File: src/rtl/updown_counter_ctrl.sv
// Debounced two-button up/down counter with wrap/saturate arithmetic and
// hold-to-auto-repeat. Each button has its own synchroniser, debouncer and press FSM.
module updown_counter_ctrl #(
  parameter int WIDTH          = 4,
  parameter int STEP           = 1,
  parameter int SATURATE       = 0,
  parameter int ACTIVE_LOW     = 1,
  parameter int DEBOUNCE_LIMIT = 250000,
  parameter int HOLD_CYCLES    = 12500000,
  parameter int REPEAT_CYCLES  = 2500000
) (
  input  logic             clock,
  input  logic             reset_n,
  input  logic             btn_up,
  input  logic             btn_down,
  output logic [WIDTH-1:0] count,
  output logic             up_pulse,
  output logic             dn_pulse,
  output logic             wrapped,
  output logic             at_max,
  output logic             at_min
);

  localparam int DB_W   = $clog2(DEBOUNCE_LIMIT) + 1;
  localparam int HOLD_W = $clog2(HOLD_CYCLES) + 1;
  localparam int REP_W  = $clog2(REPEAT_CYCLES) + 1;
  localparam int TMR_W  = (HOLD_W > REP_W) ? HOLD_W : REP_W;

  localparam logic [DB_W-1:0]  DB_LAST   = DB_W'(DEBOUNCE_LIMIT - 1);
  localparam logic [TMR_W-1:0] HOLD_LAST = TMR_W'(HOLD_CYCLES - 1);
  localparam logic [TMR_W-1:0] REP_LAST  = TMR_W'(REPEAT_CYCLES - 1);
  localparam logic             RAW_IDLE  = (ACTIVE_LOW != 0);
  localparam logic [WIDTH:0]   STEP_X    = (WIDTH+1)'(STEP);
  localparam logic [WIDTH-1:0] CNT_MAX   = '1;

  typedef enum logic [1:0] {S_IDLE, S_HOLD, S_REPEAT} state_t;

  logic [1:0] raw;
  logic [1:0] ev;

  assign raw = {btn_down, btn_up};

  for (genvar g = 0; g < 2; g++) begin : g_btn
    logic             s1_q, s2_q, lvl;
    logic             db_q, db_d;
    logic [DB_W-1:0]  dbc_q, dbc_d;
    state_t           st_q, st_d;
    logic [TMR_W-1:0] tmr_q, tmr_d;
    logic             ev_l;

    // Sync flops idle at the raw released level so reset reads as "not pressed".
    always_ff @(posedge clock or negedge reset_n) begin
      if (!reset_n) begin
        s1_q  <= RAW_IDLE;
        s2_q  <= RAW_IDLE;
        db_q  <= 1'b0;
        dbc_q <= '0;
        st_q  <= S_IDLE;
        tmr_q <= '0;
      end else begin
        s1_q  <= raw[g];
        s2_q  <= s1_q;
        db_q  <= db_d;
        dbc_q <= dbc_d;
        st_q  <= st_d;
        tmr_q <= tmr_d;
      end
    end

    assign lvl = s2_q ^ RAW_IDLE;

    always_comb begin
      db_d  = db_q;
      dbc_d = '0;
      if (lvl != db_q) begin
        if (dbc_q == DB_LAST) db_d = lvl;
        else                  dbc_d = dbc_q + DB_W'(1);
      end
    end

    always_comb begin
      st_d  = st_q;
      tmr_d = tmr_q;
      ev_l  = 1'b0;
      case (st_q)
        S_IDLE: begin
          if (db_q) begin
            ev_l  = 1'b1;
            st_d  = S_HOLD;
            tmr_d = '0;
          end
        end
        S_HOLD: begin
          if (!db_q) begin
            st_d = S_IDLE;
          end else if (HOLD_CYCLES != 0) begin
            if (tmr_q == HOLD_LAST) begin
              ev_l  = 1'b1;
              st_d  = S_REPEAT;
              tmr_d = '0;
            end else begin
              tmr_d = tmr_q + TMR_W'(1);
            end
          end
        end
        S_REPEAT: begin
          if (!db_q) begin
            st_d = S_IDLE;
          end else if (tmr_q == REP_LAST) begin
            ev_l  = 1'b1;
            tmr_d = '0;
          end else begin
            tmr_d = tmr_q + TMR_W'(1);
          end
        end
        default: st_d = S_IDLE;
      endcase
    end

    assign ev[g] = ev_l;
  end

  logic [WIDTH-1:0] count_q, count_d;
  logic             up_q, up_d, dn_q, dn_d, wr_q, wr_d;
  logic [WIDTH:0]   sum, diff;

  // The extra top bit is the carry (up) or borrow (down) out of the count.
  assign sum  = {1'b0, count_q} + STEP_X;
  assign diff = {1'b0, count_q} - STEP_X;

  always_comb begin
    count_d = count_q;
    up_d    = 1'b0;
    dn_d    = 1'b0;
    wr_d    = 1'b0;
    if (ev[0] && !ev[1]) begin
      up_d = 1'b1;
      if (SATURATE != 0) begin
        count_d = sum[WIDTH] ? CNT_MAX : sum[WIDTH-1:0];
      end else begin
        count_d = sum[WIDTH-1:0];
        wr_d    = sum[WIDTH];
      end
    end else if (ev[1] && !ev[0]) begin
      dn_d = 1'b1;
      if (SATURATE != 0) begin
        count_d = diff[WIDTH] ? '0 : diff[WIDTH-1:0];
      end else begin
        count_d = diff[WIDTH-1:0];
        wr_d    = diff[WIDTH];
      end
    end
  end

  always_ff @(posedge clock or negedge reset_n) begin
    if (!reset_n) begin
      count_q <= '0;
      up_q    <= 1'b0;
      dn_q    <= 1'b0;
      wr_q    <= 1'b0;
    end else begin
      count_q <= count_d;
      up_q    <= up_d;
      dn_q    <= dn_d;
      wr_q    <= wr_d;
    end
  end

  assign count    = count_q;
  assign up_pulse = up_q;
  assign dn_pulse = dn_q;
  assign wrapped  = wr_q;
  assign at_max   = (count_q == CNT_MAX);
  assign at_min   = (count_q == '0);

endmodule

File: config.mk
export PLATFORM = sky130hd
export DESIGN_NAME = updown_counter_ctrl
export DESIGN_NICKNAME = d
export VERILOG_FILES = /design/src/rtl/updown_counter_ctrl.sv
export SDC_FILE = /design/constraint.sdc
export NUM_CORES = 1
export LEC_CHECK = 0
export BUFFER_PORTS_ARGS = -buffer_cell sky130_fd_sc_hd__buf_2
export CAP_MARGIN = 20
export CORE_UTILIZATION = 60
export CTS_BUF_LIST = sky130_fd_sc_hd__clkbuf_8
export DETAILED_ROUTE_END_ITERATION = 7
export PLACE_DENSITY = 0.79
export SYNTH_ARGS = -nofsm -noshare
export SYNTH_HDL_FRONTEND = slang
export SYNTH_SLANG_ARGS = --single-unit
File: constraint.sdc
create_clock -name clock -period 5.6 [get_ports clock]
set_clock_uncertainty 0.1 [all_clocks]
set_input_delay 0.84 -clock clock [delete_from_list [all_inputs] [get_ports clock]]
set_output_delay 0.84 -clock clock [all_outputs]
set_load 0.005 [all_outputs]
==> impl_metrics.env, run 1 <==
export IMPL_postCtsSetupBuffers=0
export IMPL_vias=4162
export IMPL_synth_ff_type="dfrtp_1"
export IMPL_syn_nets=593
export IMPL_dieArea_um2=9558
export IMPL_pre_cts_ws_ns=2.647
export IMPL_critPathArrivalTime_ns=3.22
export IMPL_final_core_util_pct=66.50
export IMPL_layout_min_cycle_time_ns=3.021
export IMPL_grt_max_degree=64
export IMPL_route_top_layer_used="met4"
export IMPL_grt_antenna_before_repair=0
export IMPL_grt_pass1_vias=3967
export IMPL_yosysUniqueCellTypes=49
export IMPL_die_h_um=97.77
export IMPL_worstPathCellList="ha_1, and4_1, nand4_1, nor3_1, o21ai_0, nand2b_1, and3_1, ha_1, or4_1, a21oi_1, xor2_1"
export IMPL_worst_pin_slew_ns=0.7715
export IMPL_hold_viol=0
export IMPL_path_delay_family="simple AND/OR/NAND/NOR gates"
export IMPL_yosys_top_cells_area="dfrtp_1 (46%), nor2_1 (6.9%), xor2_1 (5.7%), ha_1 (3.9%), xnor2_1 (3.8%)"
export IMPL_wl_um=10400
export IMPL_grt_pass1_wl_um=18520
export IMPL_io_buffers=12
export IMPL_met1_length_um=4919
export IMPL_maxCapViolCount=0
export IMPL_crit_top_cell="ha_1"
export IMPL_leakage_nw=2.604
export IMPL_clock_path_buffers=2
export IMPL_cp_data_required_time_ns=5.80
export IMPL_cts_tree="built"
export IMPL_ant_nets=0
export IMPL_synth_edf_count=0
export IMPL_nNetsFinal=608
export IMPL_ys_warn_count=0
export IMPL_relSlewSlack_pct=48.57
export IMPL_grtUsageTotal_pct=23.74
export IMPL_cts_sinks=105
export IMPL_drive_above_1_share_pct=8.460
export IMPL_yosysTopAreaCellShare_pct=45.93
export IMPL_total_power_mw=1.246
export IMPL_netlist_instances=572
export IMPL_post_route_period_util_pct=53.95
export IMPL_drtIter0Drc=195
export IMPL_io_pins=13
export IMPL_critical_path_class="reg2reg"
export IMPL_coreArea_um2=8806
export IMPL_hp_class="reg2reg"
export IMPL_path_buf_inv=0
export IMPL_die_x_um=97.77
export IMPL_vias_per_cell=5.954
export IMPL_cpPeakStageDelay_ns=0.43
export IMPL_grt_overflow=0
export IMPL_synth_ff_latch_count=105
export IMPL_yosysTopAreaCell="dfrtp_1"
export IMPL_cts_resized=0
export IMPL_wl_per_cell_um=14.87
export IMPL_ir_drop_v=0.0001480
export IMPL_start_kind="flip-flop"
export IMPL_diodes=0
export IMPL_areaGrowthSynthToFinish_pct=6.412
export IMPL_route_detailed_drc=7
export IMPL_powerDensity_nw_per_um2=212.8
export IMPL_grt_setup_unrepaired="no"
export IMPL_slew_viol_final=0
export IMPL_routed_wl_met2_um=4846
export IMPL_cp_max_fo=7
export IMPL_drtPass1Iterations=7
export IMPL_violations="DRC"
export IMPL_clkLatencyLatePin_ns=0.38
export IMPL_htreeDepth=3
export IMPL_status="finished, violations left"
export IMPL_start_util_pct=62.49
export IMPL_syn_area_um2=5503
export IMPL_dp_hpwl_um=7100
export IMPL_finalSetupViolCount=0
export IMPL_async_reset_ff_share_pct=100.0
export IMPL_path_clk_slew_ns=0.11
export IMPL_fmax_ghz=0.3310
export IMPL_numCtsBuffers=9
export IMPL_wl_met3_um=454
export IMPL_ys_seq_area_share_pct=47.84
export IMPL_fin_tns_setup_ns=0
export IMPL_cts_root_buf="clkbuf_8"
export IMPL_hold_buffers=0
export IMPL_worst_slack_ns=2.579
export IMPL_ys_top_cells_by_count="dfrtp_1 (101), nor2_1 (101), nand2_1 (38)"
export IMPL_fp_row_count=34
export IMPL_slowest_stage="dfrtp_1"
export IMPL_end_kind="flip-flop"
export IMPL_synth_area_per_cell_um2=9.620
export IMPL_gp_congestion=0.8700
state kept, by name, indices dropped and copies added, names as in the netlist:
register / cells
g_btn.tmr_q: 50
g_btn.dbc_q: 38
count: 4
g_btn.st_q: 4
g_btn.db_q: 2
g_btn.s1_q: 2
g_btn.s2_q: 2
dn_pulse: 1
up_pulse: 1
wrapped: 1
cells in the final DEF, fill, tap and decap left out, types with 16 or more instances in the layout:
| master | instances |
|---|---|
| a21o_1 | 16 |
| a22o_1 | 20 |
| dfrtp_1 | 101 |
| ha_1 | 17 |
| nand2_1 | 38 |
| nand3_1 | 36 |
| nand4_1 | 28 |
| nor2_1 | 101 |
| nor3_1 | 19 |
| o21ai_0 | 21 |
| xnor2_1 | 24 |
| xor2_1 | 36 |
cell families after synthesis:
| family | count (synthesis) | share of synthesized area (%) |
|---|---|---|
| adders and majority gates | 17 | 3.865 |
| buffers and inverters | 27 | 2.137 |
| DFF | 105 | 47.84 |
| AOI/OAI and AO/OA | 79 | 10.32 |
| muxes | 5 | 0.9323 |
| xor gates and xnor gates | 60 | 9.550 |
| and+or+nand+nor | 279 | 25.35 |
final cells by class:
| class | instances | area (µm²) |
|---|---|---|
| multi-input cells | 440 | 2753 |
| well taps | 108 | 135.1 |
| fillers | 702 | 2950 |
| repair buffers | 16 | 92.59 |
| inverters | 15 | 56.30 |
| flip-flops and latches | 105 | 2633 |
| clock buffers | 9 | 123.9 |
| clock inverters | 6 | 62.56 |
metal layers:
| metal | vias to the layer above | global-route usage, % |
|---|---|---|
| li1 | 2035 | - |
| met1 | 2020 | 33.27 |
| met2 | 89 | 37.04 |
| met3 | 18 | 4.223 |
| met4 | 0 | 9.324 |
| met5 | - | 0 |
final timing paths:
| check | startpoint | to | slack [ns] | cells after the start |
|---|---|---|---|---|
| max | g_btn[0].tmr_q[0] | count[3] | 2.58 | 11 |
| min | g_btn[0].s1_q | g_btn[0].s2_q | 0.27 | 0 |
| max reg2reg | g_btn[0].tmr_q[0] | count[3] | 2.58 | 11 |
| min reg2reg | g_btn[0].s1_q | g_btn[0].s2_q | 0.27 | 0 |
| max in group asynchronous | reset_n | g_btn[1].dbc_q[6] | 3.91 | 2 |
| min in group asynchronous | reset_n | g_btn[0].tmr_q[11] | 0.34 | 1 |
where the power goes:
| group | switching [mW] | internal [mW] | total (mW) |
|---|---|---|---|
| Sequential | 0.00401 | 0.764 | 0.768 |
| Clock | 0.280 | 0.171 | 0.451 |
| Combinational | 0.0213 | 0.00588 | 0.0272 |
stage by stage:
| stage | instance area [µm²] | std cells | hold WS, ns |
|---|---|---|---|
| after global placement | 5669 | 684 | 0.2481 |
| after global routing | 5856 | 699 | 0.2729 |
| final | 5856 | 699 | 0.2672 |
| after floorplan | 5503 | 572 | 0.2452 |
| after CTS | 5856 | 699 | 0.2698 |
| after detailed placement | 5669 | 684 | 0.2505 |
No activity file was read; power rests on OpenSTA's default activity.
==> run 2: changes to the inputs <==
Settings changed: CORE_UTILIZATION 60 to 59, PLACE_DENSITY 0.79 to 0.81.
Clock period 5.6 ns to 2.5 ns, I/O delays scaled along.
==> run 2 against run 1 <==
- setup slack got worse by 2.7 ns
- sequential cell count unchanged
- the flow finishes with violations (setup timing)
- final cell count increased by 7.2%
- die area increased by 1.7%
- routed wire length increased by 10%
==> impl_metrics.env, run 2 (same netlist as run 1, synthesis figures left out) <==
export IMPL_status="finished, violations left"
export IMPL_violations="setup timing"
export IMPL_hp_class="reg2reg"
export IMPL_total_power_mw=2.834
export IMPL_ant_nets=0
export IMPL_route_detailed_drc=0
export IMPL_relSlewSlack_pct=68.32
export IMPL_io_buffers=12
export IMPL_nNetsFinal=657
export IMPL_cp_max_fo=3
export IMPL_grtUsageTotal_pct=25.56
export IMPL_vias=4425
export IMPL_reg2reg_slack_ns=-0.09
export IMPL_worst_slack_ns=-0.08932
export IMPL_vias_per_cell=5.908
export IMPL_die_h_um=98.58
export IMPL_slew_viol_final=0
export IMPL_grt_setup_unrepaired="yes"
export IMPL_fin_tns_setup_ns=-0.09429
export IMPL_maxCapViolCount=0
export IMPL_leakage_nw=2.871
export IMPL_cts_tree="built"
export IMPL_clkLatencyLatePin_ns=0.37
export IMPL_crit_end="count[3]"
export IMPL_clockPowerShare_pct=36.9
export IMPL_seqPwrFrac_pct=60.7
export IMPL_drtPass1Iterations=5
export IMPL_cts_sinks=105
export IMPL_rr_startpoint="g_btn[1].tmr_q[1]"
export IMPL_end_kind="flip-flop"
export IMPL_fin_area_um2=6339
export IMPL_die_x_um=98.58
export IMPL_wl_um=11450
export IMPL_grt_antenna_before_repair=0
export IMPL_start_util_pct=61.89
export IMPL_grt_overflow=0
export IMPL_dieArea_um2=9717
export IMPL_drtIter0Drc=226
export IMPL_worst_pin_slew_ns=0.4716
export IMPL_numCtsBuffers=9
export IMPL_min_from="g_btn[0].s1_q"
export IMPL_coreArea_um2=8891
export IMPL_clock_path_buffers=2
export IMPL_layout_min_cycle_time_ns=2.589
export IMPL_io_pins=13
export IMPL_power_switching_mw=0.6413
export IMPL_gp_congestion=0.8951
export IMPL_post_route_period_util_pct=103.6
export IMPL_cellInternalPower_mw=2.193
export IMPL_path_clk_slew_ns=0.10
export IMPL_place_area_um2=5972
export IMPL_finalSetupViolCount=2
export IMPL_dp_hpwl_um=7836
export IMPL_critical_path_class="reg2reg"
export IMPL_largest_reg_flops=50
export IMPL_grt_pass1_wl_um=19990
export IMPL_powerDensity_nw_per_um2=447.2
export IMPL_fp_row_count=34
export IMPL_top_regs="g_btn.tmr_q: 50 flops, g_btn.dbc_q: 38 flops"
export IMPL_hold_viol=0
export IMPL_ir_drop_v=0.0002949
export IMPL_final_cell_mix="nor2_1 (101), dfrtp_1 (101), buf_4 (49)"
export IMPL_swShare_pct=22.63
export IMPL_drive_above_1_share_pct=17.16
export IMPL_reg2reg_depth=11
export IMPL_timing_rr_end="count[3]"
export IMPL_fmax_ghz=0.3862
export IMPL_pwr_share_comb_pct=2.4
export IMPL_htreeDepth=3
export IMPL_wl_per_cell_um=15.28
export IMPL_areaGrowthSynthToFinish_pct=15.19
export IMPL_crit_path_start="g_btn[1].tmr_q[1]"
export IMPL_grt_pass1_vias=4428
export IMPL_start_kind="flip-flop"
export IMPL_cp_data_required_time_ns=2.71
export IMPL_cts_root_buf="clkbuf_8"
export IMPL_diodes=0
export IMPL_critPathArrivalTime_ns=2.80
export IMPL_hold_ws_ns=0.2611
export IMPL_max_flop_register="g_btn.tmr_q"
export IMPL_grt_max_degree=64
[run 2: through the flow]
stage	util [%]	worst slack (ns)	instances
3_3_place_gp	67.17	0.02493	719
2_1_floorplan	-	-0.08260	572
3_5_place_dp	67.17	-0.1010	719
5_1_grt	71.29	-0.2339	749
4_1_cts	70.29	-0.08912	744
6_report	71.29	-0.08932	749
[run 2: area by class of cell]
cell class              count  area (µm²)
inverters                  15       56.30
fillers                   627        2552
repair buffers             65       484.2
clock buffers               9       123.9
multi-input cells         440        2835
well taps                 108       135.1
clock inverters             7       71.32
flip-flops and latches    105        2633
[run 2: worst max-delay path, stage by stage, from the launching register on]
cell      delay (ns)
dfrtp_1         0.38
ha_2            0.18
and4_1          0.19
nand4_1         0.19
nor3_2          0.19
a21o_1          0.12
a21o_1          0.13
nand3b_1        0.14
ha_4            0.20
or4_4           0.41
a21oi_2         0.14
xor2_1          0.15
[run 2: worst min-delay path by stage]
stage,end,slack [ns],cells after the start
after global routing,g_btn[0].s2_q,0.27,0
after global placement,g_btn[0].dbc_q[7],0.17,1
final,g_btn[0].s2_q,0.26,0
after floorplan,count[0],-0.02,0
after detailed placement,g_btn[0].dbc_q[7],0.17,1
after CTS,g_btn[0].s2_q,0.26,0
[run 2: power by group through the flow]
stage / Sequential (mW) / Clock (mW) / Combinational, mW
floorplan: 1.75 / 0 / 0.0218
global placement: 1.75 / 0 / 0.0660
detailed placement: 1.75 / 0 / 0.0681
CTS: 1.72 / 1.08 / 0.0717
global route: 1.72 / 1.14 / 0.0825
finish: 1.72 / 1.05 / 0.0685
[run 2: what timing repair did]
action	in CTS	in global routing
pin swaps	4	9
hold buffers	3	0
endpoints found under the setup margin	1	29
hold endpoints to repair	19	0
buffers inserted	6	6
gates cloned	0	0
resized for setup	2	12
[run 2: layer usage]
layer  routed length [µm]  up-vias  GRT usage [%]  part of all wire (%)
li1                     -     2132              -                     -
met1                 5184     2191          32.97                    45
met2                 5627       89          43.28                    49
met3                  521       13          5.461                   4.6
met4                  111        0          8.381                  0.97
met5                    0        -              0                     0
==> run 3: changes to the inputs <==
Settings changed: REMOVE_ABC_BUFFERS set to 1.
==> run 3 against run 2 <==
- first-iteration DRC count increased by 13%
- the run still ends with setup timing left
- sequential cell count unchanged
- final cell count increased by 0.93%
- worst hold slack improved by 0.010 ns
- sequential power hardly changed
- utilization up 0.30 points
- setup slack gained 0.038 ns
- cell area up 0.41%
- non-clock buffer count grew 7
==> impl_metrics.env, run 3 (same netlist as run 1, synthesis figures left out) <==
export IMPL_place_area_um2=6032
export IMPL_grt_pass1_wl_um=20090
export IMPL_route_detailed_drc=0
export IMPL_start_kind="flip-flop"
export IMPL_wl_um=11840
export IMPL_post_route_period_util_pct=102.1
export IMPL_reg2reg_depth=11
export IMPL_start_util_pct=61.89
export IMPL_clock_path_buffers=2
export IMPL_cts_tree="built"
export IMPL_grtUsageTotal_pct=26.03
export IMPL_cp_max_fo=4
export IMPL_vias_per_cell=5.886
export IMPL_path_clk_slew_ns=0.11
export IMPL_final_cell_mix="nor2_1 (101), dfrtp_1 (100), buf_4 (56)"
export IMPL_grt_overflow=0
export IMPL_largest_reg_flops=50
export IMPL_worst_slack_ns=-0.05166
export IMPL_total_power_mw=2.907
export IMPL_fin_tns_setup_ns=-0.07837
export IMPL_hp_class="reg2reg"
export IMPL_gp_congestion=0.8952
export IMPL_status="finished, violations left"
export IMPL_fmax_ghz=0.3919
export IMPL_violations="setup timing"
export IMPL_dieArea_um2=9717
export IMPL_grt_antenna_before_repair=0
export IMPL_holdPathStages=0
export IMPL_final_core_util_pct=71.59
export IMPL_drtPass1Iterations=5
export IMPL_crit_path_start="g_btn[0].tmr_q[0]"
export IMPL_wl_per_cell_um=15.67
export IMPL_layout_commonest_cell="nor2_1"
export IMPL_grt_setup_unrepaired="yes"
export IMPL_route_top_layer_used="met4"
export IMPL_critPathArrivalTime_ns=2.76
export IMPL_grt_pass1_vias=4431
export IMPL_top_regs="g_btn.tmr_q: 50 flops, g_btn.dbc_q: 38 flops"
export IMPL_diodes=0
export IMPL_numCtsBuffers=9
export IMPL_maxCapViolCount=0
export IMPL_dp_hpwl_um=8329
export IMPL_fp_row_count=34
export IMPL_slew_viol_final=0
export IMPL_powerDensity_nw_per_um2=456.7
export IMPL_rr_startpoint="g_btn[0].tmr_q[0]"
export IMPL_finalSetupViolCount=2
export IMPL_max_flop_register="g_btn.tmr_q"
export IMPL_leakage_nw=2.920
export IMPL_cts_sinks=105
export IMPL_worst_pin_slew_ns=0.6266
export IMPL_clkLatencyLatePin_ns=0.39
export IMPL_fill_cells=645
export IMPL_coreArea_um2=8891
export IMPL_nNetsFinal=664
export IMPL_drive_above_1_share_pct=17.13
export IMPL_io_buffers=12
export IMPL_die_x_um=98.58
export IMPL_critical_path_class="reg2reg"
export IMPL_drtIter0Drc=255
export IMPL_hold_viol=0
export IMPL_layout_min_cycle_time_ns=2.552
export IMPL_io_pins=13
export IMPL_routed_wl_met2_um=5767
export IMPL_met1_length_um=5394
export IMPL_cp_data_required_time_ns=2.70
export IMPL_die_h_um=98.58
export IMPL_cts_root_buf="clkbuf_8"
export IMPL_htreeDepth=3
export IMPL_hold_ws_ns=0.2711
export IMPL_wl_met3_um=520
export IMPL_ant_nets=0
export IMPL_end_kind="flip-flop"
export IMPL_fin_area_um2=6365
export IMPL_ir_drop_v=0.0003732
export IMPL_vias=4450
export IMPL_areaGrowthSynthToFinish_pct=15.67
export IMPL_grt_max_degree=48
export IMPL_min_from="g_btn[1].s1_q"
export IMPL_relSlewSlack_pct=58.23
run 3: final cells by class:
cell class	instances	area, µm²	share of cell area [%]
clock buffer	9	123.9	1.946
clock inverter	7	85.08	1.337
inverter	15	56.30	0.8846
multi-input combinational	440	2785	43.76
sequential	105	2634	41.38
tap	108	135.1	2.123
timing repair buffer	72	545.5	8.571
run 3: worst paths after layout:
path / endpoint / slack (ns)
setup / recovery: count[3] / -0.05
hold / removal: g_btn[1].s2_q / 0.27
setup reg to reg: count[3] / -0.05
hold reg to reg: g_btn[1].s2_q / 0.27
max in group asynchronous: g_btn[0].s1_q / 1.22
min in group asynchronous: g_btn[0].tmr_q[9] / 0.44
run 3: where the power goes:
| part | total [mW] | switching (mW) | internal, mW |
|---|---|---|---|
| combinational | 0.0727 | 0.0512 | 0.0215 |
| sequential | 1.72 | 0.00923 | 1.71 |
| clock | 1.11 | 0.631 | 0.483 |
run 3: per-stage QoR:
step / worst slack, ns / instances
2_1_floorplan: -0.1771 / 560
3_3_place_gp: -0.03106 / 729
3_5_place_dp: -0.1131 / 729
4_1_cts: -0.07722 / 750
5_1_grt: -0.2056 / 756
6_report: -0.05166 / 756
run 3: critical path: stages (launching register included):
cell	delay, ns
dfrtp_1	0.40
ha_1	0.21
and4_1	0.19
nand4_1	0.19
nor3_2	0.08
o21ai_1	0.14
nand2b_1	0.08
and3_4	0.18
ha_2	0.18
or4_4	0.41
a21oi_2	0.15
xor2_1	0.15
run 3: per-layer routing:
layer	up-vias	GRT usage (%)
met4	0	9.874
met5	-	0
met3	15	5.177
met2	125	43.17
li1	2151	-
met1	2159	34.04
run 3: timing repair:
action / in CTS / in global routing
resized for setup: 2 / 7
buffers inserted: 2 / 6
hold buffers: 3 / 0
endpoints found under the setup margin: 2 / 4
pin swaps: 3 / 7
hold endpoints to repair: 45 / 0
